--- src/rtl/mouse_scaler.sv ---
// ---------------------------------------------------------------------------
// mouse_scaler
//
// Converts raw 12-bit mouse-controller coordinates into the 7-bit OLED cursor
// position used by the pixel-colour stage. Each axis is divided by its own
// divisor on one shared serial restoring divider (one quotient bit per cycle,
// x first, then y). The quotient is clamped to the panel size. New positions
// are committed only on a frame boundary so the cursor never tears mid-frame.
// A separate, FSM-independent path synchronises the left mouse button and
// emits a single-cycle pulse on each press.
//
// Parameters:
//   DIV_X, DIV_Y  raw units per OLED column / row (1..4095)
//   MAX_X, MAX_Y  clamp ceilings for the committed column / row
//
// Ports:
//   clock          system clock, rising edge
//   reset          synchronous, active-high reset
//   mouse_x/y      raw position, valid while mouse_event is high
//   mouse_event    one-cycle strobe from the mouse controller
//   mouse_left     raw left-button level (asynchronous to clock)
//   frame_begin    one-cycle strobe at display pixel index 0
//   mouse_x_scale  committed cursor column
//   mouse_y_scale  committed cursor row
//   click_pulse    one-cycle pulse per left-button press
//   busy           high whenever a conversion is in flight or awaiting commit
// ---------------------------------------------------------------------------
module mouse_scaler #(
    parameter int unsigned DIV_X = 10,
    parameter int unsigned DIV_Y = 10,
    parameter int unsigned MAX_X = 95,
    parameter int unsigned MAX_Y = 63
) (
    input  logic        clock,
    input  logic        reset,
    input  logic [11:0] mouse_x,
    input  logic [11:0] mouse_y,
    input  logic        mouse_event,
    input  logic        mouse_left,
    input  logic        frame_begin,
    output logic [6:0]  mouse_x_scale,
    output logic [6:0]  mouse_y_scale,
    output logic        click_pulse,
    output logic        busy
);

    typedef enum logic [1:0] {
        IDLE,
        DIVX,
        DIVY,
        HOLD
    } state_t;

    localparam logic [12:0] DIV_X_W = 13'(DIV_X);
    localparam logic [12:0] DIV_Y_W = 13'(DIV_Y);
    localparam logic [11:0] MAX_X_W = 12'(MAX_X);
    localparam logic [11:0] MAX_Y_W = 12'(MAX_Y);
    localparam logic [3:0]  LAST_ITER = 4'd11;

    state_t      state_q,   state_d;
    logic        pending_q, pending_d;
    logic [11:0] shadow_x_q, shadow_x_d;
    logic [11:0] shadow_y_q, shadow_y_d;
    // The working registers double as the dividend shift registers: the
    // quotient bits shift in from the right as the dividend bits shift out,
    // so after 12 iterations each one holds its axis quotient.
    logic [11:0] work_x_q,  work_x_d;
    logic [11:0] work_y_q,  work_y_d;
    // The stored remainder is always below the divisor, so 12 bits suffice;
    // the 13th bit only exists transiently in the shifted value.
    logic [11:0] rem_q,     rem_d;
    logic [3:0]  cnt_q,     cnt_d;
    logic [6:0]  x_out_q,   x_out_d;
    logic [6:0]  y_out_q,   y_out_d;

    logic        sync1_q, sync2_q, hist_q;
    logic        click_q, click_d;

    // Divider datapath signals
    logic [11:0] div_cur;
    logic [12:0] divisor;
    logic [12:0] rem_shift;
    logic        rem_ge;
    logic [11:0] rem_next;
    logic [11:0] cur_next;

    // One restoring-division step on whichever axis is active.
    always_comb begin
        div_cur   = (state_q == DIVY) ? work_y_q : work_x_q;
        divisor   = (state_q == DIVY) ? DIV_Y_W  : DIV_X_W;
        rem_shift = {rem_q, div_cur[11]};
        rem_ge    = (rem_shift >= divisor);
        rem_next  = rem_ge ? 12'(rem_shift - divisor) : rem_shift[11:0];
        cur_next  = {div_cur[10:0], rem_ge};
    end

    // Shadow capture, pending flag and conversion FSM next-state logic.
    always_comb begin
        state_d    = state_q;
        pending_d  = pending_q;
        shadow_x_d = shadow_x_q;
        shadow_y_d = shadow_y_q;
        work_x_d   = work_x_q;
        work_y_d   = work_y_q;
        rem_d      = rem_q;
        cnt_d      = cnt_q;
        x_out_d    = x_out_q;
        y_out_d    = y_out_q;

        case (state_q)
            IDLE: begin
                if (pending_q) begin
                    work_x_d  = shadow_x_q;
                    work_y_d  = shadow_y_q;
                    rem_d     = 12'd0;
                    cnt_d     = 4'd0;
                    pending_d = 1'b0;
                    state_d   = DIVX;
                end
            end
            DIVX: begin
                work_x_d = cur_next;
                rem_d    = rem_next;
                cnt_d    = 4'(cnt_q + 4'd1);
                if (cnt_q == LAST_ITER) begin
                    // Fresh remainder and counter for the y axis.
                    rem_d   = 12'd0;
                    cnt_d   = 4'd0;
                    state_d = DIVY;
                end
            end
            DIVY: begin
                work_y_d = cur_next;
                rem_d    = rem_next;
                cnt_d    = 4'(cnt_q + 4'd1);
                if (cnt_q == LAST_ITER) begin
                    cnt_d   = 4'd0;
                    state_d = HOLD;
                end
            end
            HOLD: begin
                if (frame_begin) begin
                    x_out_d = (work_x_q > MAX_X_W) ? MAX_X_W[6:0] : work_x_q[6:0];
                    y_out_d = (work_y_q > MAX_Y_W) ? MAX_Y_W[6:0] : work_y_q[6:0];
                    state_d = IDLE;
                end
            end
            default: begin
                state_d = IDLE;
            end
        endcase

        // A new event always wins over the IDLE clear of the flag, so an
        // event arriving on the load cycle queues another conversion.
        if (mouse_event) begin
            shadow_x_d = mouse_x;
            shadow_y_d = mouse_y;
            pending_d  = 1'b1;
        end
    end

    // Conversion state registers.
    always_ff @(posedge clock) begin
        if (reset) begin
            state_q    <= IDLE;
            pending_q  <= 1'b0;
            shadow_x_q <= 12'd0;
            shadow_y_q <= 12'd0;
            work_x_q   <= 12'd0;
            work_y_q   <= 12'd0;
            rem_q      <= 12'd0;
            cnt_q      <= 4'd0;
            x_out_q    <= 7'd0;
            y_out_q    <= 7'd0;
        end else begin
            state_q    <= state_d;
            pending_q  <= pending_d;
            shadow_x_q <= shadow_x_d;
            shadow_y_q <= shadow_y_d;
            work_x_q   <= work_x_d;
            work_y_q   <= work_y_d;
            rem_q      <= rem_d;
            cnt_q      <= cnt_d;
            x_out_q    <= x_out_d;
            y_out_q    <= y_out_d;
        end
    end

    // Rising-edge detect on the synchronised button level.
    always_comb begin
        click_d = sync2_q & ~hist_q;
    end

    // Two-flop synchroniser, history flop and registered click pulse.
    always_ff @(posedge clock) begin
        if (reset) begin
            sync1_q <= 1'b0;
            sync2_q <= 1'b0;
            hist_q  <= 1'b0;
            click_q <= 1'b0;
        end else begin
            sync1_q <= mouse_left;
            sync2_q <= sync1_q;
            hist_q  <= sync2_q;
            click_q <= click_d;
        end
    end

    assign mouse_x_scale = x_out_q;
    assign mouse_y_scale = y_out_q;
    assign click_pulse   = click_q;
    assign busy          = (state_q != IDLE);

endmodule

--- config.mk ---
export PLATFORM = sky130hd
export DESIGN_NAME = mouse_scaler
export DESIGN_NICKNAME = d
export VERILOG_FILES = /design/src/rtl/mouse_scaler.sv
export SDC_FILE = /design/constraint.sdc
export NUM_CORES = 1
export LEC_CHECK = 0
export BUFFER_PORTS_ARGS = -buffer_cell sky130_fd_sc_hd__buf_4
export CAP_MARGIN = 20
export CORE_MARGIN = 3
export CORE_UTILIZATION = 55
export DETAILED_ROUTE_END_ITERATION = 6
export GPL_TIMING_DRIVEN = 0
export PLACE_DENSITY = 0.76
export RECOVER_POWER = 50
export SYNTH_ARGS = -nofsm -noshare
export SYNTH_HDL_FRONTEND = slang
export SYNTH_SLANG_ARGS = --single-unit
--- constraint.sdc ---
create_clock -name clock -period 3.5 [get_ports clock]
set_input_delay 0.175 -clock clock [delete_from_list [all_inputs] [get_ports clock]]
set_output_delay 0.175 -clock clock [all_outputs]
set_load 0.005 [all_outputs]
======== Yosys cells after proc, flatten, opt, wreduce, memory -nomap -nowiden ========
Cells that the tools add are included.
storage, ports and cells
  memories kept ........................... 0
  logic and storage cells ................. 64
  latch bits .............................. 0
  bits in writable memories ............... 0
  ROM bits ................................ 0
  register bits ........................... 85
cells by class
  bitwise logic cells ..................... 2
  reductions and logical operators ........ 14
  multiplexer cells ....................... 21
  equality and inequality tests ........... 8
  $add $sub $neg .......................... 2
  magnitude comparators ................... 3
  multiply operators ...................... 0
  shifts and indexed selects .............. 0
  divide/modulo/power cells ............... 0
operator list
  kind                   count
  $mux 12                6
  $pmux 12 s2            2
  $pmux 12 s3            1
  $mux 7                 2
  $ge 13x4->1 const B    1
  $gt 12x6->1 const B    1
  $gt 12x7->1 const B    1
  $sub 12x4->12 const B  1
  $reduce_and 2->1       5
  $reduce_bool 2->1      5
  $mux 2                 4
  $mux 4                 2
  $pmux 2 s4             1
  $pmux 4 s2             1
  $ne 2x2->1 const B     3
  $add 4x1->4 const B    1
  $eq 2x2->1 const B     2
  $eq 4x4->1 const B     1
  $reduce_and 4->1       1
  $reduce_bool 3->1      1
  $eq 2x1->1 const B     1
  $logic_not 2->1        1
  $mux 1                 2
  $ne 2x1->1 const B     1
  3 further kinds        3

======== Longest topological paths before layout ========
  word-level depth ........................ 6
  depth in mapped cells ................... 8
  depth with buffers taken out ............ 6

======== Worst setup path before layout ========
OpenSTA, ideal clock, no wires.
  path type ............................... reg2reg
  from .................................... reg state_q[0]
  to ...................................... reg rem_q[7]
  stages on the path, launching flop included .. 9
  slack ................................... 1.630 ns
  data required time ...................... 3.399 ns
  arrival time ............................ 1.769 ns
  library setup time ...................... 0.101 ns
  cell sequence ........................... dfxtp_1 -> inv_1 -> ha_1 -> clkbuf_1 -> mux2i_1 -> and2_1 -> clkbuf_1 -> a32oi_1 -> o41ai_1
between the ends
  cells in the longest elaborated chain, start to end .. 6
  elaborated cells on any way between the ends .. 12
  those cells by class .................... add/sub (1); order compare (1); eq/ne (3); mux (4); reduce/logical (3)
ends and longest elaborated chain
  item                                                 RTL line  text
  start: declaration                                   60        state_t state_q, state_d;
  start signal: assignment                             176       state_q <= state_d;
  $eq 2x2->1                                           89, 110
  $mux 12                                              89        div_cur = (state_q == DIVY) ? work_y_q : work_x_q;
  $sub 12x4->12 / $ge 13x4->1 (equally long branches)  93, 92
  $mux 12                                              93        rem_next = rem_ge ? 12'(rem_shift - divisor) : rem_shift[11:0];
  $mux 12                                              125       if (cnt_q == LAST_ITER) begin
  $pmux 12 s3                                          110       case (state_q)
  end signal: assignment                               182       rem_q <= rem_d;
  end: declaration                                     71        logic [11:0] rem_q, rem_d;
Several ways; a longest one is shown, not always the timed one.
A chain may end at the register's enable or synchronous reset.

======== Worst setup path after layout ========
  from .................................... reg state_q[0]
  to ...................................... reg rem_q[10]
Same word-level chain as after synthesis.

==> run_results.csv <==
group,metric,value,unit
worst_setup_path,cp-end-kind,"flop",
worst_setup_path,cp_data_required_time,3.77,ns
hold_path,min_to,"sync1_q",
logic_synthesis,ys_types,52,
global_routing,grt_pass1_wl,14.9,mm
logic_synthesis,synth_edf_count,0,
logic_synthesis,ys_warn_count,0,
cells_and_area,nFillCells,549,
power,power-per-cell-area,643,mW/mm^2
drt,via_per_inst,6.06,
hold_path,hold_depth,2,
floorplanning,die_y,88.9,um
logic_synthesis,synth_top_area_cell,"dfxtp_1",
cells_and_area,drive_above_1_share,0.161,
floorplanning,num_rows,29,
clock_tree,cts_buffer_depth,2,
timing,slew_headroom,0.475,
drt,vias,3285,
drt,first_iter_violations,220,
clock_tree,path_clk_slew,0.08,ns
cells_and_area,syn_to_final_growth,16.0,%
drt,wl_per_cell,16.7,um
logic_synthesis,yosysTopAreaCellShare,0.450,
cells_and_area,layout_common_cells,"85 x dfxtp_1, 50 x nor2_1, 38 x mux2i_1",
worst_setup_path,cp-start-kind,"flop",
logic_synthesis,synth_seq_cells,85,
drt,drc,0,
timing,finalSetupTns,0,ns
clock_tree,ctsResizeCount,0,
clock_tree,cts_hold_buf,0,
timing,finalClockSkew,0.00733,ns
clock_tree,root_buffer,"clkbuf_8",
cells_and_area,antennaDiodeCount,0,
worst_setup_path,r2r_cells,8,
drt,top_layer,"met4",
power,vdd_drop_max,0.000392,V
power,pwr-share-comb,0.326,
drt,wl_met2,4.26,mm
worst_setup_path,criticalPathCategory,"flop to flop",
power,p_leak,1.72,nW
global_routing,track_usage,0.246,
clock_tree,cts_made_buffers,9,
timing,rsz0062_at_grt,"false",
logic_synthesis,syn_area_per_cell,9.31,um^2
floorplanning,start_util,0.582,
outcome,status,"complete, no violations",
power,clkPwrFrac,0.251,
global_routing,grt_overflow_total,0,
job,cap_viol_max_count,0,
floorplanning,coreArea,0.00649,mm^2
logic_synthesis,ys_seq_area_frac,0.450,
clock_tree,cts_setup_buffers,0,
power,p_sw_frac,0.370,
power,p_switching,0.00104,W
cells_and_area,fin_nets,495,
timing,setup-violations-final,0,
global_routing,grt_pass1_vias,2995,
drt,drt-pass1-iter-count,4,
placement,portBuffers,43,
hold_path,min-delay-start,"mouse_left",
logic_synthesis,synth_area,0.00378,mm^2
logic_synthesis,synth_area_leaders,"dfxtp_1 45%, mux2i_1 10%, nor2_1 5.0%",
clock_tree,clock-sinks,85,
timing,hold_viol_final,0,
clock_tree,clk_latency,0.36,ns
global_routing,antenna_found_initial,0,
hold_path,hold_path_class,"input port to flop",
timing,tightest_slew,0.787,ns
power,power_frac_seq,0.423,
worst_setup_path,cp.arrival,2.67,ns
floorplanning,ios,45,
timing,period_needed,2.40,ns
timing,fmax,417,MHz
drt,met1Wirelength,4.16,mm
worst_setup_path,r2r_slack,1.10,ns
floorplanning,die_w,88.9,um
drt,routed_wirelength,9.05,mm
cells_and_area,final_common_cell,"dfxtp_1",
worst_setup_path,path_max_fanout,10,
worst_setup_path,r2r-end,"rem_q[10]",
drt,met3_length,457,um
logic_synthesis,yosys_most_used_dff,"dfxtp_1",
timing,report.final.slew_viol_count,0,
placement,routabilityCongestion,0.902,
worst_setup_path,rr_startpoint,"state_q[0]",
drt,ant_nets,0,
clock_tree,cts_max_level,3,
floorplanning,dieArea,0.00790,mm^2
global_routing,grt_start_max_net_pins,15,
logic_synthesis,async_flop_share,0,
placement,place_hpwl,6.45,mm
timing,finalCritPeriodShare,0.685,
logic_synthesis,synth_fp_nets,441,
power,p_int,0.00178,W
clock_tree,cts_tree,"built",
timing,hold_ws,0.0299,ns
logic_synthesis,synth_cells,406,
==> final cells by class <==
cell class | instances | area, um^2 | share of cell area
timing repair buffer | 43 | 308 | 0.0702
clock inverter | 5 | 60.1 | 0.0137
multi-input combinational | 283 | 1930 | 0.440
inverter | 11 | 41.3 | 0.00942
sequential | 85 | 1700 | 0.388
clock buffer | 11 | 141 | 0.0322
tap | 77 | 96.3 | 0.0220
buffer | 27 | 109 | 0.0248
==> power groups by stage <==
stage / registers [W] / clock network, W / logic, W
3_5_place_dp: 0.00121 / 0 / 0.000913
3_3_place_gp: 0.00121 / 0 / 0.000890
6_report: 0.00119 / 0.000708 / 0.000919
5_1_grt: 0.00121 / 0.000757 / 0.00103
2_1_floorplan: 0.00118 / 0 / 0.000671
4_1_cts: 0.00119 / 0.000718 / 0.000919
==> registers in the layout, summed over array words and instances, names as in the netlist <==
name	flops
click_pulse	1
mouse_y_scale	7
mouse_x_scale	7
shadow_x_q	12
shadow_y_q	12
pending_q	1
sync2_q	1
state_q	2
work_y_q	12
cnt_q	4
hist_q	1
sync1_q	1
rem_q	12
work_x_q	12
==> layer usage <==
metal	track usage	vias to the layer above
met5	0	-
li1	-	1597
met4	0.0783	0
met2	0.383	90
met1	0.342	1584
met3	0.0535	14
==> synth_stat cells, drive strengths merged (3+ instances only) <==
master   number
nor4          5
o2111ai       3
o31ai         4
o221a         6
o211ai        7
dfxtp        85
mux2i        38
nand4         3
a32oi         4
o221ai       11
nand2b        5
mux2         11
a21oi        18
a211oi       11
or4           3
nor2b         8
nor2         50
o21ai         5
buf           4
ha            6
nor3         16
nand3         4
nand3b        4
inv          10
and2          3
o41ai         4
nand2        30
clkbuf       23
==> how the worst max path moves through the flow <==
stage / start / end / slack, ns / depth (start not counted)
after floorplan: state_q[0] / rem_q[7] / 1.63 / 8
after global placement: state_q[0] / rem_q[7] / 1.23 / 8
after detailed placement: state_q[0] / rem_q[7] / 1.15 / 8
after CTS: state_q[0] / rem_q[10] / 1.11 / 8
after global routing: state_q[0] / rem_q[10] / 0.90 / 8
final: state_q[0] / rem_q[10] / 1.10 / 8
==> cell families (layout without fill, tap and decap cells) <==
group | after synthesis | in the layout | share of synthesized area
mux | 49 | 49 | 0.133
compound gates | 85 | 85 | 0.172
xor+xnor | 1 | 1 | 0.00232
buf+inv | 38 | 97 | 0.0397
fa+ha+maj | 6 | 6 | 0.0199
simple gates | 142 | 142 | 0.182
flops | 85 | 85 | 0.450
==> through the flow <==
step / instance area [um^2] / utilization / power (W) / setup slack, ns / std cells
after floorplan: 3780 / - / 0.00185 / 1.63 / 406
after global placement: 4200 / 0.647 / 0.00210 / 1.23 / 526
after detailed placement: 4200 / 0.647 / 0.00212 / 1.15 / 526
after CTS: 4400 / 0.678 / 0.00283 / 1.11 / 542
after global routing: 4390 / 0.675 / 0.00300 / 0.897 / 542
final: 4390 / 0.675 / 0.00282 / 1.10 / 542
==> worst max-delay path, cell delays in order, from the launching register on <==
cell and delay, ns:
dfxtp_1 0.34, inv_1 0.10, ha_1 0.15, clkbuf_1 0.29, mux2i_1 0.57, and2_1 0.23
clkbuf_1 0.38, nand2_1 0.13, o211ai_1 0.12
No activity file was read; power rests on OpenSTA's default activity.
